**src/rtl/multi_alarm_clock.sv**
```systemverilog
// multi_alarm_clock: BCD 24-hour clock with NUM_ALARMS alarm slots,
// snooze and ring auto-timeout.
module multi_alarm_clock #(
  parameter int TICK_DIV       = 100_000_000,
  parameter int NUM_ALARMS     = 4,
  parameter int SNOOZE_MIN     = 5,
  parameter int RING_TIMEOUT_S = 60,
  localparam int SEL_W = (NUM_ALARMS > 1) ? $clog2(NUM_ALARMS) : 1
) (
  input  logic             clock,
  input  logic             reset,
  input  logic [1:0]       hour_in1,
  input  logic [3:0]       hour_in0,
  input  logic [3:0]       minute_in1,
  input  logic [3:0]       minute_in0,
  input  logic             load_time,
  input  logic             load_alarm,
  input  logic [SEL_W-1:0] alarm_sel,
  input  logic             alarm_en_wr,
  input  logic             alarm_en_in,
  input  logic             STOP_alarm,
  input  logic             snooze,
  output logic             Alarm,
  output logic [SEL_W-1:0] alarm_src,
  output logic             snoozed,
  output logic             load_err,
  output logic             tick,
  output logic [1:0]       hour_out1,
  output logic [3:0]       hour_out0,
  output logic [3:0]       minute_out1,
  output logic [3:0]       minute_out0,
  output logic [5:0]       seconds
);

  localparam int PW  = $clog2(TICK_DIV);
  localparam int SNZ = SNOOZE_MIN * 60;

  typedef enum logic [1:0] {
    S_IDLE,
    S_RING,
    S_SNZ
  } state_t;

  logic [PW-1:0]   r_presc;
  logic [1:0]      r_h1;
  logic [3:0]      r_h0;
  logic [3:0]      r_m1;
  logic [3:0]      r_m0;
  logic [5:0]      r_sec;
  logic            r_rolled;
  logic            r_load_err;
  logic [1:0]      r_al_h1 [NUM_ALARMS];
  logic [3:0]      r_al_h0 [NUM_ALARMS];
  logic [3:0]      r_al_m1 [NUM_ALARMS];
  logic [3:0]      r_al_m0 [NUM_ALARMS];
  logic [NUM_ALARMS-1:0] r_al_en;
  state_t          r_state;
  logic            r_alarm;
  logic            r_snoozed;
  logic [SEL_W-1:0] r_src;
  logic [7:0]      r_ring_cnt;
  logic [11:0]     r_snz_cnt;

  logic            w_tick;
  logic            w_hr_ok;
  logic            w_valid;
  logic            w_ld_time;
  logic            w_hit;
  logic [SEL_W-1:0] w_idx;
  logic            w_match;

  assign w_tick    = (r_presc == PW'(TICK_DIV - 1));
  assign w_hr_ok   = (hour_in1 < 2'd2) ? (hour_in0 <= 4'd9) :
                     (hour_in1 == 2'd2) && (hour_in0 <= 4'd3);
  assign w_valid   = w_hr_ok && (minute_in1 <= 4'd5) &&
                     (minute_in0 <= 4'd9);
  assign w_ld_time = load_time && w_valid;

  // Prescaler: one-cycle tick every TICK_DIV cycles, restarted by a time load
  always_ff @(posedge clock) begin
    if (reset || w_ld_time || w_tick) r_presc <= '0;
    else r_presc <= r_presc + 1'b1;
  end

  // Time of day: load wins over tick; tick carries through BCD digits
  always_ff @(posedge clock) begin
    if (reset) begin
      r_h1     <= '0;
      r_h0     <= '0;
      r_m1     <= '0;
      r_m0     <= '0;
      r_sec    <= '0;
      r_rolled <= 1'b0;
    end else if (w_ld_time) begin
      r_h1     <= hour_in1;
      r_h0     <= hour_in0;
      r_m1     <= minute_in1;
      r_m0     <= minute_in0;
      r_sec    <= '0;
      r_rolled <= 1'b0;
    end else if (w_tick) begin
      r_rolled <= (r_sec == 6'd59);
      if (r_sec != 6'd59) begin
        r_sec <= r_sec + 6'd1;
      end else begin
        r_sec <= '0;
        if (r_m0 != 4'd9) begin
          r_m0 <= r_m0 + 4'd1;
        end else begin
          r_m0 <= '0;
          if (r_m1 != 4'd5) begin
            r_m1 <= r_m1 + 4'd1;
          end else begin
            r_m1 <= '0;
            if (r_h1 == 2'd2 && r_h0 == 4'd3) begin
              r_h1 <= '0;
              r_h0 <= '0;
            end else if (r_h0 == 4'd9) begin
              r_h0 <= '0;
              r_h1 <= r_h1 + 2'd1;
            end else begin
              r_h0 <= r_h0 + 4'd1;
            end
          end
        end
      end
    end else begin
      r_rolled <= 1'b0;
    end
  end

  // Rejected loads raise a single-cycle error pulse
  always_ff @(posedge clock) begin
    if (reset) r_load_err <= 1'b0;
    else r_load_err <= (load_time || load_alarm) && !w_valid;
  end

  // Alarm slot storage and enable bits
  always_ff @(posedge clock) begin
    if (reset) begin
      r_al_en <= '0;
      for (int i = 0; i < NUM_ALARMS; i++) begin
        r_al_h1[i] <= '0;
        r_al_h0[i] <= '0;
        r_al_m1[i] <= '0;
        r_al_m0[i] <= '0;
      end
    end else begin
      for (int i = 0; i < NUM_ALARMS; i++) begin
        if (alarm_sel == SEL_W'(i)) begin
          if (load_alarm && w_valid) begin
            r_al_h1[i] <= hour_in1;
            r_al_h0[i] <= hour_in0;
            r_al_m1[i] <= minute_in1;
            r_al_m0[i] <= minute_in0;
          end
          if (alarm_en_wr) r_al_en[i] <= alarm_en_in;
        end
      end
    end
  end

  // Lowest enabled slot equal to hh:mm, only right after seconds roll to 0
  always_comb begin
    w_hit = 1'b0;
    w_idx = '0;
    for (int i = NUM_ALARMS - 1; i >= 0; i--) begin
      if (r_al_en[i] && r_al_h1[i] == r_h1 && r_al_h0[i] == r_h0 &&
          r_al_m1[i] == r_m1 && r_al_m0[i] == r_m0) begin
        w_hit = 1'b1;
        w_idx = SEL_W'(i);
      end
    end
    w_match = w_hit && r_rolled;
  end

  // Ring/snooze state machine with registered outputs
  always_ff @(posedge clock) begin
    if (reset) begin
      r_state    <= S_IDLE;
      r_alarm    <= 1'b0;
      r_snoozed  <= 1'b0;
      r_src      <= '0;
      r_ring_cnt <= '0;
      r_snz_cnt  <= '0;
    end else begin
      unique case (r_state)
        S_IDLE: begin
          if (!STOP_alarm && w_match) begin
            r_state    <= S_RING;
            r_alarm    <= 1'b1;
            r_src      <= w_idx;
            r_ring_cnt <= '0;
          end
        end
        S_RING: begin
          if (STOP_alarm) begin
            r_state <= S_IDLE;
            r_alarm <= 1'b0;
          end else if (snooze) begin
            r_state   <= S_SNZ;
            r_alarm   <= 1'b0;
            r_snoozed <= 1'b1;
            r_snz_cnt <= 12'(SNZ);
          end else if (w_tick) begin
            if (r_ring_cnt == 8'(RING_TIMEOUT_S - 1)) begin
              r_state <= S_IDLE;
              r_alarm <= 1'b0;
            end else begin
              r_ring_cnt <= r_ring_cnt + 8'd1;
            end
          end
        end
        S_SNZ: begin
          if (STOP_alarm) begin
            r_state   <= S_IDLE;
            r_snoozed <= 1'b0;
          end else if (w_tick) begin
            if (r_snz_cnt <= 12'd1) begin
              r_state    <= S_RING;
              r_alarm    <= 1'b1;
              r_snoozed  <= 1'b0;
              r_ring_cnt <= '0;
            end else begin
              r_snz_cnt <= r_snz_cnt - 12'd1;
            end
          end
        end
        default: begin
          r_state   <= S_IDLE;
          r_alarm   <= 1'b0;
          r_snoozed <= 1'b0;
        end
      endcase
    end
  end

  assign Alarm       = r_alarm;
  assign alarm_src   = r_src;
  assign snoozed     = r_snoozed;
  assign load_err    = r_load_err;
  assign tick        = w_tick;
  assign hour_out1   = r_h1;
  assign hour_out0   = r_h0;
  assign minute_out1 = r_m1;
  assign minute_out0 = r_m0;
  assign seconds     = r_sec;

endmodule
```
**config.mk**
```make
export PLATFORM = sky130hd
export DESIGN_NAME = multi_alarm_clock
export DESIGN_NICKNAME = d
export VERILOG_FILES = /design/src/rtl/multi_alarm_clock.sv
export SDC_FILE = /design/constraint.sdc
export NUM_CORES = 1
export LEC_CHECK = 0
export BUFFER_PORTS_ARGS = -buffer_cell sky130_fd_sc_hd__buf_2
export CAP_MARGIN = 20
export CORE_UTILIZATION = 55
export CTS_CLUSTER_DIAMETER = 120
export DETAILED_ROUTE_END_ITERATION = 12
export GPL_ROUTABILITY_DRIVEN = 0
export PLACE_DENSITY = 0.78
export SYNTH_ARGS = -nofsm -noshare
export SYNTH_HDL_FRONTEND = slang
export SYNTH_SLANG_ARGS = --single-unit
export TNS_END_PERCENT = 30
```
**constraint.sdc**
```tcl
create_clock -name clock -period 4.5 [get_ports clock]
set_clock_uncertainty 0.05 [all_clocks]
set_input_delay 0.9 -clock clock [delete_from_list [all_inputs] [get_ports clock]]
set_output_delay 0.9 -clock clock [all_outputs]
set_load 0.03 [all_outputs]
```
* Word-level counts from Yosys, hierarchy flattened
Memory sizes are Yosys's and may differ from the RTL's. Cells that the tools add are included. Widths: inputs -> output; s select.
Storage, ports and cells: register bits after elaboration 79, bits in writable memories 56, bits of input ports 24, output and inout port bits 26, logic and storage cells 257, memories kept 4
Memory list:
- r_al_h0 | words 4, bits a word 4, rd ports 4, clocked after Yosys merged registers in 0, wr ports 4, line 53 | logic [3:0] r_al_h0 [NUM_ALARMS];
- r_al_m0 | words 4, bits a word 4, rd ports 4, clocked after Yosys merged registers in 0, wr ports 4, line 55 | logic [3:0] r_al_m0 [NUM_ALARMS];
- r_al_m1 | words 4, bits a word 4, rd ports 4, clocked after Yosys merged registers in 0, wr ports 4, line 54 | logic [3:0] r_al_m1 [NUM_ALARMS];
- r_al_h1 | words 4, bits a word 2, rd ports 4, clocked after Yosys merged registers in 0, wr ports 4, line 52 | logic [1:0] r_al_h1 [NUM_ALARMS];
Cells by class: add/sub/neg operators 8, order comparisons 6, eq/ne operators 48, mux-type cells 103, bitwise operators 18, reductions and logical operators 52
Operators with widths (count):
- $mux 4 | 28
- $mux 8 | 8
- $mux 12 | 5
- $eq 4x4->1 | 12
- $mux 2 | 23
- $mux 1 | 33
- $add 27x1->27 const B | 1
- $eq 27x27->1 const B | 1
- $ne 2x2->1 const B | 13
- $logic_and 1x1->1 | 25
- $pmux 12 s2 | 1
- $pmux 8 s3 | 1
- $or 1x1->1 | 16
- $reduce_and 5->1 | 3
- $add 4x1->4 const B | 3
- $le 12x1->1 const B | 1
- $ne 4x4->1 const B | 3
- $reduce_and 2->1 | 6
- $reduce_and 6->1 | 2
- $sub 12x1->12 const B | 1
- $eq 2x2->1 const B | 5
- $reduce_and 9->1 | 1
- $add 8x1->8 const B | 1
- $eq 2x2->1 | 4
- 27 further kinds | 38

* Depth between registers and ports, before layout
word-level depth 13, depth in mapped cells 9, mapped depth without buffers 7

* Worst setup path before layout
No wires, ideal clock.
path type input to register, from input port hour_in0[1], to memory r_al_h0[3][0] (enable), setup time 404 ps, arrival time 2547 ps, required time 4046 ps, path slack 1498 ps, cell stages on the path 4, path buffers 0, cells stage by stage o32a_1 > nor2_1 > nand2_1 > o21ai_0
RTL lines:
- start, declared | line 13 | input logic [3:0] hour_in0,
- end, declared | line 53

* Final worst setup path
from register r_presc[0], to output port tick
Between the ends: longest elaborated chain between the ends 1
Ends and longest elaborated chain:
- start, declared | line 44 | logic [PW-1:0] r_presc;
- start signal, assigned | line 82 | else r_presc <= r_presc + 1'b1;
- $eq 27x27->1 | line 72 | assign w_tick = (r_presc == PW'(TICK_DIV - 1));
- end, declared | line 27 | output logic tick,
Every way passes these cells.

==> flow_summary_export.csv <==
group,metric,value,unit
final_layout,area_added_between_synthesis_and_finish,13.69,%
setup_path,worst-endpoint-required,3550,ps
timing,hold_violations,0,
synth,synth_cells,714,
timing,timing.slew.headroom,0.3797,
synth,seq_area_frac_synth,0.4685,
pwr,ir_drop,0.2975,mV
detailed_routing,post-route-drc-count,0,
synth,synth_top_area_frac,0.2414,
final_layout,drive_above_1_share,0.1292,
timing,timing.final.crit_period,3321,ps
synth,synth_area_leader_cell,"sky130_fd_sc_hd__edfxtp_1",
setup_path,worst_setup_path_start_kind,"flop",
grt,grt_pass1_vias,5470,
run,cap_violations,0,
synth,synthTopCellsByArea,"sky130_fd_sc_hd__edfxtp_1, sky130_fd_sc_hd__dfxtp_1, sky130_fd_sc_hd__xnor2_1",
grt,grt_overflow,0,
synth,synth-async-reset-ratio,0,
floorplanning,initial_utilization,0.5727,
status,result_of_the_run,"finished clean",
floorplanning,die-area,13120,sq um
synth,synthesis.area,6965,sq um
floorplanning,vertical_extent_of_the_die,114.5,microns
floorplanning,num_rows,40,
floorplanning,fp.coreArea,12160,sq um
synth,postSynthAreaPerCell,9.756,sq um
setup_path,criticalPathCategory,"reg2out",
synth,synth_seq_cells,135,
pwr,static_leakage_power,2.820,nW
timing,layout_setup_ws,1179,ps
detailed_routing,drtIter0Drc,910,
timing,period_share,0.7380,
clock_network,worst_skew_pair.late_latency,420,ps
floorplanning,chipWidth,114.5,microns
setup_path,crit_chain,"ha_1 > nand3_1 > or2_1 > nor3_1 > buf_2",
detailed_routing,ant_nets,0,
synth,yosys-top-cells-count,"sky130_fd_sc_hd__dfxtp_1, sky130_fd_sc_hd__nor2_1, sky130_fd_sc_hd__xnor2_1, sky130_fd_sc_hd__edfxtp_1, sky130_fd_sc_hd__and2_1",
setup_path,max_stage_delay,440,ps
floorplanning,boundaryPins,50,
timing,finalSetupTns,0,ps
placement,place_worst_setup_slack,1349,ps
clock_network,holdBufCountCts,0,
setup_path,critPathBufInv,1,
timing,worst_pin_slew,921.9,ps
final_layout,finish.utilization,0.6511,
grt,pin_count_of_the_biggest_net_entering_global_routing,38,
detailed_routing,via_count,5836,
setup_path,timing.critical_path.slowest_stage_cell,"sky130_fd_sc_hd__nor3_1",
clock_network,count_of_h_tree_levels_built_during_cts,4,
placement,port_buffers,49,
final_layout,antenna_cells_inserted,0,
synth,postSynth.topFlopCell,"sky130_fd_sc_hd__dfxtp_1",
setup_path,setup.worst_path.end_class,"primary output",
grt,grt_use_total,0.2871,
clock_network,cts_setup_buffers,0,
setup_path,crit_family,"simple AND/OR/NAND/NOR gates",
synth,ys_warn_count,0,
clock_network,clock_pin_slew_reported_for_the_worst_setup_and_hold_paths_after_clock_tree_synthesis,60,ps
detailed_routing,avgRoutedWirePerCell,19.32,microns
timing,unrepaired_setup_endpoints_after_global_routing,"false",
clock_network,cts_root_buffer,"sky130_fd_sc_hd__clkbuf_16",
clock_network,cts-resized-gates,0,
clock_network,tritoncts,"done",
pwr,power_per_cell_area,374.2,nW/um^2
detailed_routing,routed_wirelength,18040,microns
setup_path,maximum_fanout_encountered_on_the_critical_timing_path,7,
final_layout,numnets_final,784,
hold_path,min_delay_path_class,"reg2reg",
timing,final_max_slew_viol_count,0,
placement,dpl.hpwl,12280,microns
synth,synth_edf_count,56,
setup_path,worst-endpoint-arrival,2370,ps
synth,post-synth-top-count-cell,"sky130_fd_sc_hd__dfxtp_1",
grt,grt_pass1_wl,28190,microns
synth,yosysUniqueCellTypes,66,
clock_network,clock_sinks,135,
grt,antenna_found_initial,0,
detailed_routing,route.detailed.vias_per_inst,6.248,
timing,maxClockFrequency,301.1,MHz
clock_network,cts.path.max_buffers,2,
timing,setup_viol,0,
detailed_routing,drt_pass1_iterations,10,
clock_network,tritoncts.num_buffers,17,
==> cell usage in the layout (no fill, tap or decap), drive strengths merged, types with 12 or more instances in the layout <==
master,count
edfxtp,56
buf,51
nand3,37
xor2,23
nand4,39
dfxtp,79
or3,12
o21ai,15
inv,14
clkbuf,19
a21oi,21
nand2,39
and2,55
nor2,74
and3,16
nor4,17
xnor2,69
==> cells by family after synthesis <==
logic type	share of synthesized area
compound gates	0.09341
xor+xnor	0.1157
fa+ha+maj	0.01257
buf+inv	0.02640
flops	0.4685
mux	0.008623
other cells	0.0005384
simple gates	0.2743
==> cell type report <==
class / instances / area, sq um
clock buffer: 19 / 432.9
fill: 967 / 4243
clock inverter: 13 / 177.7
multi-input combinational: 536 / 3530
timing repair buffer: 51 / 260.3
sequential: 135 / 3263
tap: 168 / 210.2
inverter: 12 / 45.04
==> registers in the layout, summed over array words and instances (netlist names) <==
signal,flops
r_presc,27
r_al_h0,16
r_al_m0,16
r_al_m1,16
r_snz_cnt,12
r_al_h1,8
r_ring_cnt,8
seconds,6
hour_out0,4
minute_out0,4
minute_out1,4
r_al_en,4
alarm_src,2
hour_out1,2
r_state,2
Alarm,1
load_err,1
r_rolled,1
snoozed,1
==> through the flow <==
stage	hold slack, ps	power (mW)	cells	cell area [sq um]
finish	443.9	2.964	934	7919
floorplan	394.8	1.470	717	6977
global route	462.6	3.041	934	7919
CTS	438.9	2.970	933	7911
detailed placement	422.9	1.534	901	7301
global placement	400.9	1.526	901	7301
==> tightest hold or removal path: cells and delay by family (launching register included) <==
kind / cells / cell delay (ps)
flops: 1 / 310
compound gates: 1 / 70
buf+inv: 1 / 50
==> layer usage <==
metal | vias up | global-route usage | part of all wire
met2 | 323 | 0.4626 | 0.47
met1 | 2780 | 0.3708 | 0.41
li1 | 2670 | - | -
met3 | 63 | 0.06564 | 0.090
met5 | - | 0 | 0
met4 | 0 | 0.1238 | 0.030
==> final timing paths <==
| kind | start | end | slack [ps] | cells after the start |
|---|---|---|---|---|
| min reg2reg | alarm_src[0]$_SDFFE_PP0P_ | alarm_src[0]$_SDFFE_PP0P_ | 440 | 2 |
| max | r_presc[0]$_SDFF_PP0_ | tick | 1180 | 5 |
| min | alarm_src[0]$_SDFFE_PP0P_ | alarm_src[0]$_SDFFE_PP0P_ | 440 | 2 |
| max reg2reg | minute_out1[2]$_SDFFE_PP0P_ | r_ring_cnt[1]$_SDFFE_PP0P_ | 1610 | 6 |
==> power breakdown <==
group | leakage (nW) | internal (mW) | switching, mW
combinational | 1.36 | 0.0586 | 0.107
clock | 0.290 | 0.924 | 0.522
sequential | 1.17 | 1.31 | 0.0388
total | 2.82 | 2.30 | 0.668
Note: power is estimated with default switching activity, not from simulation.
